==> config.mk <==
export PLATFORM = sky130hd
export DESIGN_NAME = uart_transceiver
export DESIGN_NICKNAME = d
export VERILOG_FILES = /design/src/rtl/uart_pkg.sv /design/src/rtl/uart_rx_fsm.sv /design/src/rtl/uart_tx_fsm.sv /design/src/rtl/uart_transceiver.sv
export SDC_FILE = /design/constraint.sdc
export NUM_CORES = 1
export LEC_CHECK = 0
export BUFFER_PORTS_ARGS = -buffer_cell sky130_fd_sc_hd__buf_2
export CAP_MARGIN = 20
export CORE_MARGIN = 2
export CORE_UTILIZATION = 60
export CTS_CLUSTER_DIAMETER = 100
export CTS_CLUSTER_SIZE = 28
export DETAILED_ROUTE_END_ITERATION = 16
export PLACE_DENSITY_LB_ADDON = 0.15
export RECOVER_POWER = 50
export SLEW_MARGIN = 30
export SYNTH_ARGS = -nofsm -noshare
export SYNTH_HDL_FRONTEND = slang
export SYNTH_SLANG_ARGS = --single-unit
==> constraint.sdc <==
create_clock -name i_clock -period 4.7 [get_ports i_clock]
set_clock_uncertainty 0.2 [all_clocks]
set_input_delay 0.94 -clock i_clock [delete_from_list [all_inputs] [get_ports i_clock]]
set_output_delay 0.94 -clock i_clock [all_outputs]
set_load 0.05 [all_outputs]
==> src/rtl/uart_pkg.sv <==
// Shared definitions for the 8N1 UART transceiver: state encoding, data width
// and the helper that sizes the per-bit clock counters.
package uart_pkg;

  localparam int DATA_BITS = 8;

  typedef enum logic [2:0] {
    ST_IDLE,
    ST_START,
    ST_DATA,
    ST_STOP,
    ST_CLEANUP
  } uart_state_e;

  function automatic int cnt_width(input int clks_per_bit);
    return (clks_per_bit <= 2) ? 1 : $clog2(clks_per_bit);
  endfunction

endpackage

==> src/rtl/uart_rx_fsm.sv <==
// 8N1 deserializer with a 2-flop input synchronizer; samples each bit at its
// centre, referenced from the start-bit midpoint, and pulses dv on a good stop bit.
module uart_rx_fsm
  import uart_pkg::*;
#(
  parameter int CLKS_PER_BIT = 87
) (
  input  logic                 i_clock,
  input  logic                 i_reset_n,
  input  logic                 i_rx_serial,
  output logic                 o_rx_dv,
  output logic [DATA_BITS-1:0] o_rx_byte
);

  localparam int            CW       = cnt_width(CLKS_PER_BIT);
  localparam logic [CW-1:0] BIT_LAST = CW'(CLKS_PER_BIT - 1);
  localparam logic [CW-1:0] BIT_MID  = CW'((CLKS_PER_BIT - 1) / 2);
  localparam logic [2:0]    IDX_LAST = 3'(DATA_BITS - 1);

  logic [1:0]           sync_q;
  logic                 rx_bit;
  uart_state_e          state_q, state_d;
  logic [CW-1:0]        cnt_q, cnt_d;
  logic [2:0]           idx_q, idx_d;
  logic [DATA_BITS-1:0] shift_q, shift_d;
  logic [DATA_BITS-1:0] byte_q, byte_d;
  logic                 dv_q, dv_d;
  logic                 ferr_q, ferr_d;
  logic                 bit_end;

  assign rx_bit  = sync_q[1];
  assign bit_end = (cnt_q == BIT_LAST);

  always_ff @(posedge i_clock or negedge i_reset_n) begin
    if (!i_reset_n) begin
      sync_q  <= 2'b11;
      state_q <= ST_IDLE;
      cnt_q   <= '0;
      idx_q   <= '0;
      shift_q <= '0;
      byte_q  <= '0;
      dv_q    <= 1'b0;
      ferr_q  <= 1'b0;
    end else begin
      sync_q  <= {sync_q[0], i_rx_serial};
      state_q <= state_d;
      cnt_q   <= cnt_d;
      idx_q   <= idx_d;
      shift_q <= shift_d;
      byte_q  <= byte_d;
      dv_q    <= dv_d;
      ferr_q  <= ferr_d;
    end
  end

  always_comb begin
    state_d = state_q;
    cnt_d   = cnt_q;
    idx_d   = idx_q;
    shift_d = shift_q;
    byte_d  = byte_q;
    dv_d    = 1'b0;
    ferr_d  = ferr_q;
    case (state_q)
      ST_IDLE: begin
        cnt_d  = '0;
        idx_d  = '0;
        ferr_d = 1'b0;
        if (!rx_bit) begin
          state_d = ST_START;
        end
      end
      ST_START: begin
        // Half-bit recheck rejects glitches and anchors later samples at bit centre.
        if (cnt_q == BIT_MID) begin
          cnt_d   = '0;
          state_d = rx_bit ? ST_IDLE : ST_DATA;
        end else begin
          cnt_d = cnt_q + CW'(1);
        end
      end
      ST_DATA: begin
        if (bit_end) begin
          cnt_d          = '0;
          shift_d[idx_q] = rx_bit;
          if (idx_q == IDX_LAST) begin
            state_d = ST_STOP;
          end else begin
            idx_d = idx_q + 3'd1;
          end
        end else begin
          cnt_d = cnt_q + CW'(1);
        end
      end
      ST_STOP: begin
        if (bit_end) begin
          cnt_d   = '0;
          state_d = ST_CLEANUP;
          if (rx_bit) begin
            byte_d = shift_q;
            dv_d   = 1'b1;
          end else begin
            ferr_d = 1'b1;
          end
        end else begin
          cnt_d = cnt_q + CW'(1);
        end
      end
      ST_CLEANUP: begin
        // After a framing error, hold off until the line idles so the low
        // stop bit is not mistaken for a new start bit.
        if (!ferr_q || rx_bit) begin
          state_d = ST_IDLE;
        end
      end
      default: state_d = ST_IDLE;
    endcase
  end

  assign o_rx_dv   = dv_q;
  assign o_rx_byte = byte_q;

endmodule

==> src/rtl/uart_tx_fsm.sv <==
// 8N1 serializer: accepts a byte while idle, then drives start, data (LSB first)
// and stop bits for CLKS_PER_BIT clocks each; pulses done as the stop bit ends.
module uart_tx_fsm
  import uart_pkg::*;
#(
  parameter int CLKS_PER_BIT = 87
) (
  input  logic                 i_clock,
  input  logic                 i_reset_n,
  input  logic                 i_tx_dv,
  input  logic [DATA_BITS-1:0] i_tx_byte,
  output logic                 o_tx_active,
  output logic                 o_tx_serial,
  output logic                 o_tx_done
);

  localparam int            CW       = cnt_width(CLKS_PER_BIT);
  localparam logic [CW-1:0] BIT_LAST = CW'(CLKS_PER_BIT - 1);
  localparam logic [2:0]    IDX_LAST = 3'(DATA_BITS - 1);

  uart_state_e          state_q, state_d;
  logic [CW-1:0]        cnt_q, cnt_d;
  logic [2:0]           idx_q, idx_d;
  logic [DATA_BITS-1:0] byte_q, byte_d;
  logic                 active_q, active_d;
  logic                 done_q, done_d;
  logic                 bit_end;

  assign bit_end = (cnt_q == BIT_LAST);

  always_ff @(posedge i_clock or negedge i_reset_n) begin
    if (!i_reset_n) begin
      state_q  <= ST_IDLE;
      cnt_q    <= '0;
      idx_q    <= '0;
      byte_q   <= '0;
      active_q <= 1'b0;
      done_q   <= 1'b0;
    end else begin
      state_q  <= state_d;
      cnt_q    <= cnt_d;
      idx_q    <= idx_d;
      byte_q   <= byte_d;
      active_q <= active_d;
      done_q   <= done_d;
    end
  end

  always_comb begin
    state_d  = state_q;
    cnt_d    = cnt_q;
    idx_d    = idx_q;
    byte_d   = byte_q;
    active_d = active_q;
    done_d   = 1'b0;
    case (state_q)
      ST_IDLE: begin
        cnt_d = '0;
        idx_d = '0;
        if (i_tx_dv) begin
          byte_d   = i_tx_byte;
          active_d = 1'b1;
          state_d  = ST_START;
        end
      end
      ST_START: begin
        if (bit_end) begin
          cnt_d   = '0;
          state_d = ST_DATA;
        end else begin
          cnt_d = cnt_q + CW'(1);
        end
      end
      ST_DATA: begin
        if (bit_end) begin
          cnt_d = '0;
          if (idx_q == IDX_LAST) begin
            state_d = ST_STOP;
          end else begin
            idx_d = idx_q + 3'd1;
          end
        end else begin
          cnt_d = cnt_q + CW'(1);
        end
      end
      ST_STOP: begin
        // done and active change together so the host sees one clean handoff
        if (bit_end) begin
          cnt_d    = '0;
          done_d   = 1'b1;
          active_d = 1'b0;
          state_d  = ST_CLEANUP;
        end else begin
          cnt_d = cnt_q + CW'(1);
        end
      end
      ST_CLEANUP: state_d = ST_IDLE;
      default:    state_d = ST_IDLE;
    endcase
  end

  // Line level decoded from state so an async reset returns it high at once.
  always_comb begin
    o_tx_serial = 1'b1;
    case (state_q)
      ST_START: o_tx_serial = 1'b0;
      ST_DATA:  o_tx_serial = byte_q[idx_q];
      default:  o_tx_serial = 1'b1;
    endcase
  end

  assign o_tx_active = active_q;
  assign o_tx_done   = done_q;

endmodule

==> src/rtl/uart_transceiver.sv <==
// 8N1 UART with independent transmit and receive paths on one clock; the bit
// rate is CLKS_PER_BIT clocks per serial bit.
module uart_transceiver
  import uart_pkg::*;
#(
  parameter int CLKS_PER_BIT = 87
) (
  input  logic                 i_clock,
  input  logic                 i_reset_n,
  input  logic                 i_tx_dv,
  input  logic [DATA_BITS-1:0] i_tx_byte,
  output logic                 o_tx_active,
  output logic                 o_tx_serial,
  output logic                 o_tx_done,
  input  logic                 i_rx_serial,
  output logic                 o_rx_dv,
  output logic [DATA_BITS-1:0] o_rx_byte
);

  uart_tx_fsm #(
    .CLKS_PER_BIT(CLKS_PER_BIT)
  ) u_tx (
    .i_clock    (i_clock),
    .i_reset_n  (i_reset_n),
    .i_tx_dv    (i_tx_dv),
    .i_tx_byte  (i_tx_byte),
    .o_tx_active(o_tx_active),
    .o_tx_serial(o_tx_serial),
    .o_tx_done  (o_tx_done)
  );

  uart_rx_fsm #(
    .CLKS_PER_BIT(CLKS_PER_BIT)
  ) u_rx (
    .i_clock    (i_clock),
    .i_reset_n  (i_reset_n),
    .i_rx_serial(i_rx_serial),
    .o_rx_dv    (o_rx_dv),
    .o_rx_byte  (o_rx_byte)
  );

endmodule

==> qor.yml, run 1 <==
routed_via_density: 5.92
worst-endpoint-required_ns: 3.56
root_buffer: "sky130_fd_sc_hd__clkbuf_8"
detailedRoute.firstPassIterationCount: 4
post-route-period-util_pct: 63.7
cts_max_path_buffers: 2
critPathCaptureType: "output pin"
grt_setup_unrepaired: "no"
max_slew.worst_pin.slew_ns: 1.27
numClockSinks: 56
max_clock_freq_mhz: 334
number_of_global_route_vias_before_repair: 1853
mappedNetlistArea_um2: 2700
ctsResizeCount: 0
globalRouteTotalUtil_pct: 20.9
finalMaxSlewViolations: 0
critical_path_arrival_ns: 1.85
pwr-share-comb_pct: 16.8
cts_buffers: 5
synth_area_per_inst_um2: 11.7
fin_worst_hold_slack_ns: 0.166
max_stage_delay_ns: 0.52
routabilityCongestion: 0.792
path_class: "flip-flop to output pin"
synthCells: 231
yosys.cell_types.count: 48
power-per-cell-area_nw_per_um2: 381
htree_num_levels: 2
path_cells: "mux4_2 > mux2i_1 > a31oi_1 > buf_2"
grt_start_max_net_pins: 33
io_buffers: 23
cts_post_setup_buffers_inserted: 0
ir_drop_mv: 0.249
post-route-min-period_ns: 2.99
fin_util_pct: 67.9
switching_power_mw: 0.320
synth.net_count: 251
antenna_violating_nets_post_route: 0
clk_pin_slew_worst_paths_ns: 0.09
dieArea_um2: 5060
critical_path.slowest_cell: "sky130_fd_sc_hd__mux4_2"
switching_share_pct: 28.4
pwr-share-clk_pct: 29.4
num_antenna_cells: 0
ys.flop_type: "sky130_fd_sc_hd__dfrtp_1"
drt-initial-drc-count: 136
cts_hold_buf: 0
timing.setup.tns_ns: 0
layout_commonest_cell: "sky130_fd_sc_hd__dfrtp_1"
cts_tree: "built"
asyncSetResetFlopFracSynth_pct: 100
start_kind: "flip-flop"
result_of_the_run: "complete, no violations"
dieHeight_um: 71.1
first_pass_grt_wire_length_um: 8360
wirelength_um: 4690
drive_gt1_share_pct: 26.8
final_net_count: 273
sequential_share_of_the_synthesized_area_pct: 52.0
num_io_pins: 24
initial_utilization_pct: 62.0
hold_violation_total_from_the_final_report: 0
sequentialPowerShare_pct: 53.8
die_width_um: 71.1
overflow: 0
cap_viol_max_count: 0
route.detailed.wl_per_inst_um: 15.3
power_report.internal_total_mw: 0.806
core_um2: 4350
core.rowCount: 24
crit_fanout: 6
via_count: 1811
synth-edff-count: 0
yosys_warning_count: 0
timing.final.setup_violations: 0
critPathTopFamily: "multiplexers"
total_leakage_power_nw: 1.37
drc_errors: 0
dp_hpwl_um: 3170
number_of_antenna_violations_at_the_first_check_in_global_routing: 0
cp.buffers_inverters: 1
clkLatencyLatePin_ns: 0.31
postSynthRegisterBits: 56
commonest_cells_after_routing_fill_and_taps_aside: "sky130_fd_sc_hd__dfrtp_1, sky130_fd_sc_hd__mux2_2, sky130_fd_sc_hd__buf_2"
hold_path.class: "flip-flop to flip-flop"
areaGrowthSynthToFinish_pct: 9.50
maxSlewHeadroom_pct: 15.7
## through the flow
step | worst slack [ns] | power [mW] | instance area (um2) | std cells
after CTS | 1.68 | 1.14 | 2960 | 306
after detailed placement | 2.03 | 0.802 | 2840 | 298
after global routing | 1.62 | 1.19 | 2960 | 306
final | 1.71 | 1.13 | 2960 | 306
after floorplan | 1.85 | 0.747 | 2700 | 231
after global placement | 2.07 | 0.790 | 2840 | 298
## flip-flops by register name, summed over array words and instances (netlist names), 2 cells and up
signal          count
u_tx.idx_q          3
u_rx.sync_q         2
u_rx.idx_q          3
u_tx.byte_q         8
u_rx.cnt_q          7
u_rx.state_q        3
u_rx.o_rx_byte      8
u_rx.shift_q        8
u_tx.state_q        3
u_tx.cnt_q          7
## area by class of cell
type	count	area (um2)
Sequential cell	56	1400
Fill cell	324	1400
Multi-Input combinational cell	157	1210
Timing Repair Buffer	24	121
Clock buffer	6	82.6
Tap cell	52	65.1
Clock inverter	2	38.8
Inverter	9	33.8
## cell usage after synthesis, types with 2 or more instances
| library cell | instances | area (um2) |
|---|---|---|
| sky130_fd_sc_hd__a22o_1 | 2 | 17.5 |
| sky130_fd_sc_hd__nor3_1 | 5 | 25.0 |
| sky130_fd_sc_hd__a21oi_1 | 7 | 35.0 |
| sky130_fd_sc_hd__nand3_1 | 7 | 35.0 |
| sky130_fd_sc_hd__nand2_1 | 14 | 52.6 |
| sky130_fd_sc_hd__nor4_1 | 3 | 18.8 |
| sky130_fd_sc_hd__and3_1 | 3 | 18.8 |
| sky130_fd_sc_hd__or2_2 | 2 | 12.5 |
| sky130_fd_sc_hd__ha_1 | 8 | 100 |
| sky130_fd_sc_hd__inv_1 | 8 | 30.0 |
| sky130_fd_sc_hd__dfstp_2 | 2 | 52.6 |
| sky130_fd_sc_hd__o21ai_0 | 12 | 60.1 |
| sky130_fd_sc_hd__xor2_1 | 2 | 17.5 |
| sky130_fd_sc_hd__o211ai_1 | 9 | 67.6 |
| sky130_fd_sc_hd__mux4_2 | 2 | 45.0 |
| sky130_fd_sc_hd__o31ai_1 | 5 | 37.5 |
| sky130_fd_sc_hd__a211oi_1 | 2 | 15.0 |
| sky130_fd_sc_hd__nor4b_1 | 5 | 43.8 |
| sky130_fd_sc_hd__nand4_1 | 2 | 12.5 |
| sky130_fd_sc_hd__clkbuf_1 | 7 | 26.3 |
| sky130_fd_sc_hd__nand2b_1 | 3 | 18.8 |
| sky130_fd_sc_hd__and4b_1 | 2 | 20.0 |
| sky130_fd_sc_hd__and4bb_2 | 2 | 25.0 |
| sky130_fd_sc_hd__mux2_2 | 25 | 282 |
| sky130_fd_sc_hd__nor2_1 | 11 | 41.3 |
| sky130_fd_sc_hd__nor2b_1 | 2 | 12.5 |
| sky130_fd_sc_hd__xnor2_1 | 4 | 35.0 |
| sky130_fd_sc_hd__a31oi_1 | 2 | 12.5 |
| sky130_fd_sc_hd__dfrtp_1 | 54 | 1350 |
## worst paths after layout
check                                from           endpoint  slack, ns  cells past startpoint
setup / recovery            u_tx.idx_q[0]        o_tx_serial       1.71                      4
hold / removal             u_rx.sync_q[0]     u_rx.sync_q[1]       0.17                      0
setup reg to reg            u_rx.cnt_q[3]  u_rx.o_rx_byte[0]       2.51                      4
hold reg to reg            u_rx.sync_q[0]     u_rx.sync_q[1]       0.17                      0
max in group asynchronous       i_reset_n      u_rx.cnt_q[5]       2.56                      2
min in group asynchronous       i_reset_n  u_rx.o_rx_byte[2]       0.67                      1
## logic make-up after synthesis
family	after synthesis	share of synthesized area [%]
AOI/OAI and AO/OA	43	10.3
xor gates and xnor gates	6	1.95
adders and majority gates	8	3.71
buffers and inverters	18	3.15
DFF	56	52.0
muxes	28	12.5
and+or+nand+nor	72	16.4
## routing by layer
| layer | track usage (%) | up-vias | wire (um) |
|---|---|---|---|
| li1 | - | 883 | - |
| met1 | 27.7 | 893 | 2190 |
| met2 | 34.4 | 28 | 2290 |
| met3 | 4.70 | 7 | 136 |
| met4 | 6.92 | 0 | 75 |
| met5 | 0 | - | 0 |
## power by group through the flow
stage / clock [mW] / sequential (mW) / combinational [mW]
after CTS: 0.341 / 0.605 / 0.191
after floorplan: 0 / 0.586 / 0.161
after global routing: 0.355 / 0.617 / 0.214
final: 0.331 / 0.606 / 0.189
after detailed placement: 0 / 0.612 / 0.189
after global placement: 0 / 0.609 / 0.181
## worst reg2reg max path, stage by stage (launching register included)
cell and delay, ns:
sky130_fd_sc_hd__dfrtp_1 0.46, sky130_fd_sc_hd__and4bb_1 0.41, sky130_fd_sc_hd__nand4_4 0.21, sky130_fd_sc_hd__nor3_4 0.41
sky130_fd_sc_hd__mux2_2 0.39
No activity file was read; power rests on OpenSTA's default activity.
==> inputs of run 2 (changes only) <==
--- a/config.mk
+++ b/config.mk
@@ -5,10 +5,11 @@
 export SDC_FILE = /design/constraint.sdc
 export NUM_CORES = 1
 export LEC_CHECK = 0
+export ABC_AREA = 1
 export BUFFER_PORTS_ARGS = -buffer_cell sky130_fd_sc_hd__buf_2
 export CAP_MARGIN = 20
 export CORE_MARGIN = 2
-export CORE_UTILIZATION = 60
+export CORE_UTILIZATION = 53
 export CTS_CLUSTER_DIAMETER = 100
 export CTS_CLUSTER_SIZE = 28
 export DETAILED_ROUTE_END_ITERATION = 16
==> constraint.sdc (replaced) <==
create_clock -name i_clock -period 2.7 [get_ports i_clock]
set_clock_uncertainty 0.2 [all_clocks]
set_input_delay 0.54 -clock i_clock [delete_from_list [all_inputs] [get_ports i_clock]]
set_output_delay 0.54 -clock i_clock [all_outputs]
set_load 0.05 [all_outputs]
==> run 2 against run 1 <==
Against the previous run: clock-buffer cell count grew 1; synthesized cell count rose by 54%; sequential power rose by 50%; global-route usage down 1.5 points; utilization is 7.5 points lower; area after synthesis is 5.5% higher; flip-flop and latch count did not move; largest power group unchanged; critical path type unchanged; worst hold slack got worse by 0.040 ns; setup slack lost 1.3 ns; routed wire length is 12% higher; largest cell class unchanged; non-clock buffer count unchanged; register-to-register slack lost 1.6 ns.
==> qor.yml, run 2 <==
setup_slack_ns: 0.380
commonest_cells_after_routing_fill_and_taps_aside: "sky130_fd_sc_hd__nand2_1, sky130_fd_sc_hd__dfrtp_1, sky130_fd_sc_hd__nor2_1"
result_of_the_run: "complete, no violations"
critical_path_arrival_ns: 1.58
num_antenna_cells: 0
initial_utilization_pct: 55.5
timing.final.setup_violations: 0
wirelength_um: 5260
design_power_total_mw: 1.62
hold_path.class: "input pin to flip-flop"
core.rowCount: 26
netlist.top_cell.by_area: "sky130_fd_sc_hd__dfrtp_1"
cts_tree: "built"
place.detailed.instances: 443
numClockSinks: 56
via_count: 2288
finalMaxSlewViolations: 0
clkLatencyLatePin_ns: 0.30
post-route-period-util_pct: 85.9
synth_commonest_cells: "sky130_fd_sc_hd__nand2_1, sky130_fd_sc_hd__dfrtp_1, sky130_fd_sc_hd__nor2_1"
first_pass_grt_wire_length_um: 9500
ys.flop_type: "sky130_fd_sc_hd__dfrtp_1"
maxSlewHeadroom_pct: 10.8
dp_hpwl_um: 3740
routed_via_density: 5.07
cts_buffers: 5
root_buffer: "sky130_fd_sc_hd__clkbuf_8"
start_kind: "flip-flop"
layout_commonest_cell: "sky130_fd_sc_hd__nand2_1"
asyncSetResetFlopFracSynth_pct: 100
max_slew.worst_pin.slew_ns: 1.34
synth_largest_type_area_fraction_pct: 47.4
drive_gt1_share_pct: 13.1
route.detailed.wl_per_inst_um: 11.7
hold_violation_total_from_the_final_report: 0
final_net_count: 400
synth-edff-count: 0
antenna_violating_nets_post_route: 0
crit_fanout: 10
layoutNonFillerInstCount: 451
num_io_pins: 24
sequential_share_of_the_synthesized_area_pct: 49.3
total_cell_area_at_the_placement_stage_um2: 3020
dieArea_um2: 5980
yosys.cell_types.count: 33
fin_util_pct: 60.4
dieHeight_um: 77.3
routabilityCongestion: 0.819
cts_max_path_buffers: 2
synthCells: 355
clk_pin_slew_worst_paths_ns: 0.09
grt_setup_unrepaired: "no"
final_design_area_no_fill_um2: 3110
globalRouteTotalUtil_pct: 19.4
max_clock_freq_mhz: 431
die_width_um: 77.3
ir_drop_mv: 0.276
critPathCaptureType: "output pin"
max_stage_delay_ns: 0.52
number_of_antenna_violations_at_the_first_check_in_global_routing: 0
overflow: 0
yosys_warning_count: 0
ctsResizeCount: 0
timing.setup.tns_ns: 0
postSynthRegisterBits: 56
cts_post_setup_buffers_inserted: 0
htree_num_levels: 2
yosys-top-cells-area: "sky130_fd_sc_hd__dfrtp_1, sky130_fd_sc_hd__nand2_1, sky130_fd_sc_hd__nand3_1"
power-per-cell-area_nw_per_um2: 520
number_of_global_route_vias_before_repair: 2169
cap_viol_max_count: 0
path_class: "flip-flop to output pin"
io_buffers: 23
cts_hold_buf: 0
drt-initial-drc-count: 117
drc_errors: 0
post-route-min-period_ns: 2.32
areaGrowthSynthToFinish_pct: 9.00
critical_path.slowest_cell: "sky130_fd_sc_hd__dfrtp_1"
fin_worst_hold_slack_ns: 0.126
yosysMostFrequentCell: "sky130_fd_sc_hd__nand2_1"
grt_start_max_net_pins: 57
final.fill_count: 492
mappedNetlistArea_um2: 2850
path_cells: "nor2_1 > nor2_1 > nand2_1 > nand3_1 > nand3_1 > nand2_1 > buf_2"
total_leakage_power_nw: 1.62
detailedRoute.firstPassIterationCount: 4
synth.net_count: 375
synth_area_per_inst_um2: 8.03
worst-endpoint-required_ns: 1.96
setup_slack_after_placement_ns: 0.746
core_um2: 5140
-- run 2: logic make-up after synthesis --
| kind of cell | after synthesis | share of synthesized area, % |
|---|---|---|
| DFF | 56 | 49.3 |
| and+or+nand+nor | 212 | 33.1 |
| buffers and inverters | 47 | 6.76 |
| AOI/OAI and AO/OA | 23 | 4.21 |
| xor gates and xnor gates | 5 | 1.54 |
| adders and majority gates | 8 | 3.51 |
| muxes | 4 | 1.58 |
-- run 2: final timing paths --
check                      slack [ns]  cells after the start       startpoint              end
max reg2reg                      0.87                      3  u_tx.state_q[2]   u_tx.byte_q[5]
min in group asynchronous        0.41                      2        i_reset_n  u_rx.state_q[1]
max in group asynchronous        1.08                      2        i_reset_n    u_rx.cnt_q[5]
min                              0.13                      1      i_rx_serial   u_rx.sync_q[0]
max                              0.38                      7    u_tx.idx_q[0]      o_tx_serial
min reg2reg                      0.16                      0   u_rx.sync_q[0]   u_rx.sync_q[1]
-- run 2: layout make-up --
class	count	area [um2]	area share (%)
Clock buffer	7	86.3	2.78
Timing Repair Buffer	24	120	3.87
Multi-Input combinational cell	252	1250	40.1
Sequential cell	56	1400	45.2
Clock inverter	1	7.51	0.242
Tap cell	70	87.6	2.82
Inverter	41	155	4.99
-- run 2: routing by layer --
metal	vias to the layer above	GRT usage, %	share of wire, %
met5	-	0	0
met4	0	4.82	0.68
met3	4	3.49	3.1
met2	37	32.8	47
met1	1061	26.2	49
li1	1186	-	-
-- run 2: worst max-delay path, delay by kind of cell (launching register included) --
kind	cells	cell delay, ns
flip-flops	1	0.52
AND/OR/NAND/NOR	6	0.50
buffers and inverters	1	0.25
-- run 2: power breakdown --
part           leakage (nW)  internal (mW)  switching [mW]  total, mW
sequential            0.723          0.866          0.0399      0.906
clock                0.0445          0.209           0.257      0.466
combinational         0.856         0.0721           0.171      0.243
==> inputs of run 3 (changes only) <==
--- a/config.mk
+++ b/config.mk
@@ -9,12 +9,14 @@
 export BUFFER_PORTS_ARGS = -buffer_cell sky130_fd_sc_hd__buf_2
 export CAP_MARGIN = 20
 export CORE_MARGIN = 2
-export CORE_UTILIZATION = 53
+export CORE_UTILIZATION = 56
+export CTS_BUF_LIST = sky130_fd_sc_hd__clkbuf_8
 export CTS_CLUSTER_DIAMETER = 100
 export CTS_CLUSTER_SIZE = 28
 export DETAILED_ROUTE_END_ITERATION = 16
 export PLACE_DENSITY_LB_ADDON = 0.15
 export RECOVER_POWER = 50
+export SKIP_LAST_GASP = 1
 export SLEW_MARGIN = 30
 export SYNTH_ARGS = -nofsm -noshare
 export SYNTH_HDL_FRONTEND = slang
==> run 3 against run 2 <==
Against the previous run: clock power rose by 2%; routed wire length down 0.44%; first-iteration DRC count decreased by 13%; final cell count shrank 0.22%; utilization rose by 4.2 points; setup slack improved by 0.042 ns; final area increased by 0.16%; worst hold slack got worse by 0.0074 ns; largest power group unchanged.
==> qor.yml, run 3 (same netlist as run 2, synthesis figures left out) <==
first_pass_grt_wire_length_um: 9160
total_cell_area_at_the_placement_stage_um2: 3030
dieArea_um2: 5680
numClockSinks: 56
number_of_global_route_vias_before_repair: 2072
cts_tree: "built"
clkLatencyLatePin_ns: 0.31
grt_setup_unrepaired: "no"
via_count: 2282
total_leakage_power_nw: 1.63
maxSlewHeadroom_pct: 31.0
setup_slack_after_placement_ns: 0.765
core_um2: 4820
path_class: "flip-flop to output pin"
grt_start_max_net_pins: 24
routabilityCongestion: 0.849
dieHeight_um: 75.3
cts_post_setup_buffers_inserted: 0
num_io_pins: 24
htree_num_levels: 2
ir_drop_mv: 0.365
post-route-period-util_pct: 84.3
critPathCaptureType: "output pin"
root_buffer: "sky130_fd_sc_hd__clkbuf_8"
wirelength_um: 5240
min_path_cells: 1
core.rowCount: 25
cts_max_path_buffers: 2
commonest_cells_after_routing_fill_and_taps_aside: "sky130_fd_sc_hd__nand2_1, sky130_fd_sc_hd__dfrtp_1, sky130_fd_sc_hd__nor2_1"
final_design_area_no_fill_um2: 3110
hold_path.class: "input pin to flip-flop"
max_slew.worst_pin.slew_ns: 1.03
overflow: 0
cts_hold_buf: 1
finalMaxSlewViolations: 0
max_clock_freq_mhz: 439
num_antenna_cells: 0
areaGrowthSynthToFinish_pct: 9.17
route.detailed.wl_per_inst_um: 11.6
cts_buffers: 5
place.detailed.instances: 441
critical_path_arrival_ns: 1.54
design_power_total_mw: 1.63
routed_via_density: 5.07
detailedRoute.firstPassIterationCount: 6
initial_utilization_pct: 59.2
regArea_um2: 1400
dp_hpwl_um: 3800
cap_viol_max_count: 0
drive_gt1_share_pct: 12.0
drt-initial-drc-count: 102
crit_fanout: 10
post-route-min-period_ns: 2.28
power-per-cell-area_nw_per_um2: 524
fin_util_pct: 64.6
io_buffers: 23
hold_violation_total_from_the_final_report: 0
timing.setup.tns_ns: 0
worst-r2r-cell-count: 10
globalRouteTotalUtil_pct: 21.2
number_of_antenna_violations_at_the_first_check_in_global_routing: 0
start_kind: "flip-flop"
clk_pin_slew_worst_paths_ns: 0.10
result_of_the_run: "complete, no violations"
ctsResizeCount: 0
layoutNonFillerInstCount: 450
drc_errors: 0
multi_input_area_um2: 1240
worst-endpoint-required_ns: 1.96
fin_worst_hold_slack_ns: 0.119
timing.final.setup_violations: 0
final_net_count: 402
setup_slack_ns: 0.423
rrSetupSlack_ns: 0.71
die_width_um: 75.3
layout_commonest_cell: "sky130_fd_sc_hd__nand2_1"
antenna_violating_nets_post_route: 0
final.fill_count: 444
-- run 3: cell types whose count changed in the layout (fill, tap and decap cells not counted), sizes merged --
cell         previous run  this run
buf                    23        20
clkbuf                  8        11
dlygate4sd3             0         1
inv                    38        39
-- run 3: area by class of cell --
cell class / count / share of cell area [%]
flip-flops and latches: 56 / 45.1
multi-input cells: 252 / 40.0
inverters: 41 / 4.99
repair buffers: 26 / 4.22
well taps: 67 / 2.69
clock buffers: 6 / 2.65
clock inverters: 2 / 0.362
-- run 3: final timing paths --
kind | startpoint | to
setup / recovery | u_tx.idx_q[0] | o_tx_serial
hold / removal | i_rx_serial | u_rx.sync_q[0]
setup reg to reg | u_rx.cnt_q[0] | u_rx.o_rx_byte[4]
hold reg to reg | u_rx.sync_q[0] | u_rx.sync_q[1]
max in group asynchronous | i_reset_n | u_rx.shift_q[5]
min in group asynchronous | i_reset_n | u_rx.cnt_q[4]
-- run 3: metal layers --
layer | track usage [%] | part of all wire, % | vias up | wire length [um]
li1 | - | - | 1187 | -
met1 | 29.5 | 49 | 1046 | 2560
met2 | 33.3 | 46 | 41 | 2430
met3 | 4.37 | 3.4 | 8 | 179
met4 | 7.21 | 1.2 | 0 | 65
met5 | 0 | 0 | - | 0
-- run 3: report_power, final --
part | total, mW | internal (mW) | switching [mW] | leakage, nW
registers | 0.906 | 0.866 | 0.0395 | 0.723
logic | 0.249 | 0.0735 | 0.176 | 0.854
clock network | 0.474 | 0.205 | 0.269 | 0.0486
total | 1.63 | 1.15 | 0.484 | 1.63
-- run 3: worst max-delay path: stages (launching register included) --
cell and delay (ns):
sky130_fd_sc_hd__dfrtp_1 0.52, sky130_fd_sc_hd__nor2_1 0.09, sky130_fd_sc_hd__nor2_1 0.10, sky130_fd_sc_hd__o21ai_0 0.08, sky130_fd_sc_hd__nand3_1 0.07, sky130_fd_sc_hd__nand3_1 0.06
sky130_fd_sc_hd__nand2_1 0.05, sky130_fd_sc_hd__buf_2 0.25
